$ cat config.mk
export PLATFORM = sky130hd
export DESIGN_NAME = md_sched_flat
export DESIGN_NICKNAME = d
export VERILOG_FILES = /design/src/rtl/md_sched_if.sv /design/src/rtl/md_sched.sv /design/src/flat_wrapper.sv
export SDC_FILE = /design/constraint.sdc
export NUM_CORES = 1
export LEC_CHECK = 0
export ABC_AREA = 1
export CAP_MARGIN = 0
export CORE_MARGIN = 2
export CORE_UTILIZATION = 48
export DETAILED_ROUTE_END_ITERATION = 7
export PLACE_DENSITY_LB_ADDON = 0.12
export SLEW_MARGIN = 40
export SYNTH_ARGS = -nofsm -noshare
export SYNTH_HDL_FRONTEND = slang
export SYNTH_SLANG_ARGS = --single-unit
$ cat constraint.sdc
create_clock -name clk -period 2.6 [get_ports clk]
set_input_delay 0.52 -clock clk [delete_from_list [all_inputs] [get_ports clk]]
set_output_delay 0.52 -clock clk [all_outputs]
set_load 0.005 [all_outputs]
$ cat src/rtl/md_sched_if.sv
// E-stage / MD-datapath signal bundle for md_sched.
// MD_SCHED_STAT_EN adds the stall/issue statistics counters to the bundle.
interface md_sched_if;
  logic        e_valid;
  logic [3:0]  e_op;
  logic        e_req;
  logic        d_md_use;
  logic        md_start;
  logic [3:0]  md_op;
  logic        md_we_lo;
  logic        md_we_hi;
  logic        md_commit;
  logic        busy;
  logic        stall;
  logic        proto_err;
`ifdef MD_SCHED_STAT_EN
  logic [31:0] stall_cnt;
  logic [31:0] issue_cnt;

  modport master (
    output e_valid, e_op, e_req, d_md_use,
    input  md_start, md_op, md_we_lo, md_we_hi, md_commit, busy, stall, proto_err,
    input  stall_cnt, issue_cnt
  );
  modport slave (
    input  e_valid, e_op, e_req, d_md_use,
    output md_start, md_op, md_we_lo, md_we_hi, md_commit, busy, stall, proto_err,
    output stall_cnt, issue_cnt
  );
`else
  modport master (
    output e_valid, e_op, e_req, d_md_use,
    input  md_start, md_op, md_we_lo, md_we_hi, md_commit, busy, stall, proto_err
  );
  modport slave (
    input  e_valid, e_op, e_req, d_md_use,
    output md_start, md_op, md_we_lo, md_we_hi, md_commit, busy, stall, proto_err
  );
`endif
endinterface

$ cat src/rtl/md_sched.sv
// Multiply/divide issue, latency and HI/LO hazard controller.
// Optional MD_SCHED_STAT_EN adds saturating stall and issue counters.
module md_sched #(
  parameter int unsigned MUL_LAT = 5,
  parameter int unsigned DIV_LAT = 10
) (
  input  logic       clk,
  input  logic       reset,
  md_sched_if.slave  md
);

  localparam int unsigned MAX_LAT = (MUL_LAT > DIV_LAT) ? MUL_LAT : DIV_LAT;
  localparam int unsigned CNT_W   = (MAX_LAT > 2) ? $clog2(MAX_LAT) : 1;
  localparam logic [CNT_W-1:0] CNT_ONE  = CNT_W'(1);
  localparam logic [CNT_W-1:0] MUL_LOAD = CNT_W'(MUL_LAT - 1);
  localparam logic [CNT_W-1:0] DIV_LOAD = CNT_W'(DIV_LAT - 1);

  typedef enum logic [1:0] {
    S_IDLE,
    S_RUN,
    S_DONE
  } state_e;

  state_e           state_q, state_d;
  logic [CNT_W-1:0] cnt_q, cnt_d;
  logic [3:0]       md_op_q, md_op_d;
  logic             proto_err_q, proto_err_d;

  logic op_calc, op_mul, op_any;
  logic iss, start, we_lo, we_hi, commit, busy, stall;

  always_comb begin
    state_d     = state_q;
    cnt_d       = cnt_q;
    md_op_d     = md_op_q;
    start       = 1'b0;
    we_lo       = 1'b0;
    we_hi       = 1'b0;
    commit      = 1'b0;
    op_calc     = (md.e_op >= 4'd1) && (md.e_op <= 4'd4);
    op_mul      = (md.e_op == 4'd1) || (md.e_op == 4'd2);
    op_any      = (md.e_op >= 4'd1) && (md.e_op <= 4'd6);
    busy        = (state_q != S_IDLE);
    iss         = md.e_valid & ~md.e_req & ~busy;

    unique case (state_q)
      S_IDLE: begin
        if (iss) begin
          if (op_calc) begin
            start   = 1'b1;
            md_op_d = md.e_op;
            cnt_d   = op_mul ? MUL_LOAD : DIV_LOAD;
            state_d = S_RUN;
          end else if (md.e_op == 4'd5) begin
            we_lo = 1'b1;
          end else if (md.e_op == 4'd6) begin
            we_hi = 1'b1;
          end
        end
      end
      S_RUN: begin
        if (cnt_q == CNT_ONE) state_d = S_DONE;
        else                  cnt_d   = cnt_q - CNT_ONE;
      end
      S_DONE: begin
        commit  = 1'b1;
        md_op_d = '0;
        state_d = S_IDLE;
      end
      default: state_d = S_IDLE;
    endcase

    // DONE is still busy, so a D-stage MFHI/MFLO waits until after the commit edge.
    stall       = md.d_md_use & (busy | (iss & op_calc));
    proto_err_d = proto_err_q | (md.e_valid & op_any & busy);
  end

  always_ff @(posedge clk or negedge reset) begin
    if (!reset) begin
      state_q     <= S_IDLE;
      cnt_q       <= '0;
      md_op_q     <= '0;
      proto_err_q <= 1'b0;
    end else begin
      state_q     <= state_d;
      cnt_q       <= cnt_d;
      md_op_q     <= md_op_d;
      proto_err_q <= proto_err_d;
    end
  end

  assign md.md_start  = start;
  assign md.md_op     = md_op_q;
  assign md.md_we_lo  = we_lo;
  assign md.md_we_hi  = we_hi;
  assign md.md_commit = commit;
  assign md.busy      = busy;
  assign md.stall     = stall;
  assign md.proto_err = proto_err_q;

`ifdef MD_SCHED_STAT_EN
  logic [31:0] stall_cnt_q, stall_cnt_d;
  logic [31:0] issue_cnt_q, issue_cnt_d;

  always_comb begin
    stall_cnt_d = stall_cnt_q;
    issue_cnt_d = issue_cnt_q;
    if (stall && (stall_cnt_q != '1)) stall_cnt_d = stall_cnt_q + 32'd1;
    if (start && (issue_cnt_q != '1)) issue_cnt_d = issue_cnt_q + 32'd1;
  end

  always_ff @(posedge clk or negedge reset) begin
    if (!reset) begin
      stall_cnt_q <= '0;
      issue_cnt_q <= '0;
    end else begin
      stall_cnt_q <= stall_cnt_d;
      issue_cnt_q <= issue_cnt_d;
    end
  end

  assign md.stall_cnt = stall_cnt_q;
  assign md.issue_cnt = issue_cnt_q;
`endif

endmodule

$ cat src/flat_wrapper.sv
// flat-port wrapper written by rule: the top's interface ports become plain ports
module md_sched_flat 
#(
  parameter int unsigned MUL_LAT = 5,
  parameter int unsigned DIV_LAT = 10
)
  (clk, reset, md_e_valid, md_e_op, md_e_req, md_d_md_use, md_md_start, md_md_op, md_md_we_lo, md_md_we_hi, md_md_commit, md_busy, md_stall, md_proto_err);
  md_sched_if md_i ();
  input  logic clk;
  input  logic reset;
  input wire logic [$bits(md_i.e_valid)-1:0] md_e_valid;
  input wire logic [$bits(md_i.e_op)-1:0] md_e_op;
  input wire logic [$bits(md_i.e_req)-1:0] md_e_req;
  input wire logic [$bits(md_i.d_md_use)-1:0] md_d_md_use;
  output wire logic [$bits(md_i.md_start)-1:0] md_md_start;
  output wire logic [$bits(md_i.md_op)-1:0] md_md_op;
  output wire logic [$bits(md_i.md_we_lo)-1:0] md_md_we_lo;
  output wire logic [$bits(md_i.md_we_hi)-1:0] md_md_we_hi;
  output wire logic [$bits(md_i.md_commit)-1:0] md_md_commit;
  output wire logic [$bits(md_i.busy)-1:0] md_busy;
  output wire logic [$bits(md_i.stall)-1:0] md_stall;
  output wire logic [$bits(md_i.proto_err)-1:0] md_proto_err;
  assign md_i.e_valid = md_e_valid;
  assign md_i.e_op = md_e_op;
  assign md_i.e_req = md_e_req;
  assign md_i.d_md_use = md_d_md_use;
  assign md_md_start = md_i.md_start;
  assign md_md_op = md_i.md_op;
  assign md_md_we_lo = md_i.md_we_lo;
  assign md_md_we_hi = md_i.md_we_hi;
  assign md_md_commit = md_i.md_commit;
  assign md_busy = md_i.busy;
  assign md_stall = md_i.stall;
  assign md_proto_err = md_i.proto_err;
  md_sched #(.MUL_LAT(MUL_LAT), .DIV_LAT(DIV_LAT)) u_core (.clk(clk), .reset(reset), .md(md_i));
endmodule
==> out/metrics.cfg <==
[placement]
gp_congestion = 0.895
dp_slack_ns = -0.00765
place_area_um2 = 912
port_buffers = 19
dp_hpwl_um = 1190

[logic_synthesis]
synth_top_family_by_area = simple AND/OR/NAND/NOR gates
syn_nets = 106
yosysMostFrequentCell = nand2_1
yosys-top-cells-count = nand2_1, inv_1, dfrtp_1, nor2_1, nand3_1
synth_cell_types = 21
syn_area_um2 = 688
synthAdderAreaFrac_pct = 3.64
synth_edf_count = 0
yosys-top-cells-area = dfrtp_1, nand2_1, inv_1
yosys_warnings = 0
syn_inst = 95
ys_async_sr_fraction_pct = 100
ys_ff_latch = 11
yosysTopAreaCell = dfrtp_1
synth.avg_cell_area_um2 = 7.24
ys_dominant_reg_cell = dfrtp_1
yosysTopAreaCellShare_pct = 40.0
ys_seq_area_share_pct = 40.0
synth-xor-area-share_pct = 1.27
muxShareOfSynthArea_pct = 0
synth-simple-area-share_pct = 41.5
synth_compound_gate_area_share_pct = 5.45

[layout]
insertedDiodeCount = 0
syn_to_final_growth_pct = 36.7
layout.nets = 132
n_fill_cell = 114
final_area_um2 = 941
drive_above_1_share_pct = 12.5

[global_route]
first_global_vias = 622
grt_first_pass_wirelength_um = 2680
grt_max_degree = 12
track_usage_pct = 20.2
antenna_found_initial = 0
overflow = 0

[worst_setup_path]
crit_family = buffers and inverters
path_cells = clkdlybuf4s50_1, nor2_1, nand2_2, nand3_2, a21boi_0, clkdlybuf4s50_1
crit_fanout = 4
required_ns = 2.08
critPathMaxStageDelay_ns = 0.53
cp.arrival_ns = 2.05
setup.worst_path.start_class = primary input
crit_buf_inv = 2
endpoint_kind = output pin
critPathKind = primary input to output pin
critPathSlowestCell = clkdlybuf4s50_1
cpMostUsedCell = clkdlybuf4s50_1

[power]
pwr-share-clk_pct = 16.0
power.internal_mw = 0.441
leakage_nw = 0.498
comb_power_share_pct = 47.7
p_seq_share_pct = 36.3
peakVddDrop_mv = 0.461
netSwitchingFraction_pct = 41.1
power_density_mw_per_mm2 = 795
netSwitchingPower_mw = 0.307

[die]
die_x_um = 41.9
floorplan.initialDensity_pct = 52.2
core_mm2 = 0.00132
die_height_um = 41.9
rows = 13
io_pins = 20
die-area_mm2 = 0.00175

[timing]
slew_headroom_pct = 66.1
tightest_slew_ns = 0.507
setup-tns-final_ns = 0
min_period_ns = 2.57
rsz0062_at_grt = true
slew_violations = 0
fmax_mhz = 389
setup_slack_ns = 0.0318
fin_crit_sh_pct = 98.8
hold_viol = 0
setup_viol = 0
finClkSkew_ns = 0.00270

[detailed_routing]
wl_per_cell_um = 11.9
drt_iter0_markers = 28
first_pass_iters = 4
wirelength_um = 1610
via_count = 681
drtAntennaViolNets = 0
viasPerCell = 5.04
drc_errors = 0

[clock_tree]
clkTransAtPathRegs_ns = 0.07
postCtsSetupBuffers = 0
cts_tree = done
cts_buffers = 3
holdBufCountCts = 0
cts_resized = 2
clkLatencyLatePin_ns = 0.27
cts.sinks = 11
cts_buffer_depth = 2
root_buffer = clkbuf_4
cts-htree-levels = 1

[worst_hold_path]
hold_class = flop to flop

[outcome]
status = completed

[job]
max_cap_violations = 0

## sequential cells by signal (all words and copies together) (netlist names)
register,cells
u_core.cnt_q,4
u_core.md.md_op,4
u_core.state_q,2
u_core.md.proto_err,1
## final timing paths
check,slack (ns),end,cells past startpoint,start
worst min register to register,0.48,u_core.md.md_op[0],2,u_core.md.md_op[0]
worst min-delay path,0.48,u_core.md.md_op[0],2,u_core.md.md_op[0]
min in group asynchronous,0.58,u_core.cnt_q[0],1,reset
max in group asynchronous,1.68,u_core.md.md_op[1],1,reset
worst max register to register,1.34,u_core.cnt_q[3],8,u_core.state_q[0]
worst max-delay path,0.03,md_stall,6,md_e_op[3]
## worst reg2reg max path, cell delays in order, from the launching register on
cell and delay [ns]:
dfrtp_1 0.40, nor2_2 0.17, inv_2 0.08, nor2_4 0.12, nand3_4 0.09, buf_4 0.16, nand2_4 0.07, nand2_1 0.06
nand2_1 0.05
## through the flow
step           cells  hold slack, ns  power (mW)  utilization (%)
4_1_cts          135           0.485       0.749             71.0
3_3_place_gp     131           0.454       0.604             69.2
3_5_place_dp     131           0.465       0.618             69.2
5_1_grt          135           0.505       0.809             71.4
6_report         135           0.481       0.748             71.4
2_1_floorplan     95           0.224       0.480                -
## kinds of logic (layout without fill, tap and decap cells)
family	Yosys count	in the layout
XOR/XNOR	1	1
AO/OA/AOI/OAI	6	6
flip-flops	11	11
buffers and inverters	15	40
adder cells (fa/ha/maj)	2	2
AND/OR/NAND/NOR	60	60
## cell usage in the layout (no fill, tap or decap), types with 2 or more instances in the layout
master / n
buf_4: 2
clkbuf_4: 3
clkdlybuf4s50_1: 15
dfrtp_1: 11
dlygate4sd2_1: 2
dlymetal6s2s_1: 2
ha_1: 2
inv_1: 13
inv_2: 2
nand2_1: 31
nand2_2: 2
nand3_1: 7
nor2_1: 11
nor2_2: 2
o21ai_0: 3
## power by group through the flow
stage | clock, mW | sequential [mW] | combinational [mW]
after floorplan | 0 | 0.264 | 0.216
after global placement | 0 | 0.267 | 0.338
after detailed placement | 0 | 0.270 | 0.349
after CTS | 0.123 | 0.269 | 0.356
after global routing | 0.128 | 0.279 | 0.402
final | 0.120 | 0.272 | 0.357
## cell type report
class	instances	area, um^2	area share [%]
sequential	11	275	29.3
inverter	15	56.3	5.98
clock buffer	4	26.3	2.79
timing repair buffer	21	208	22.1
multi-input combinational	69	357	37.9
tap	15	18.8	1.99
## per-layer routing
metal | up-vias | part of all wire [%] | track usage [%]
li1 | 343 | - | -
met1 | 310 | 45 | 26.3
met2 | 22 | 47 | 31.6
met3 | 6 | 5.2 | 4.35
met4 | 0 | 2.7 | 9.68
met5 | - | 0 | 0
Note: power is estimated with default switching activity, not from simulation.
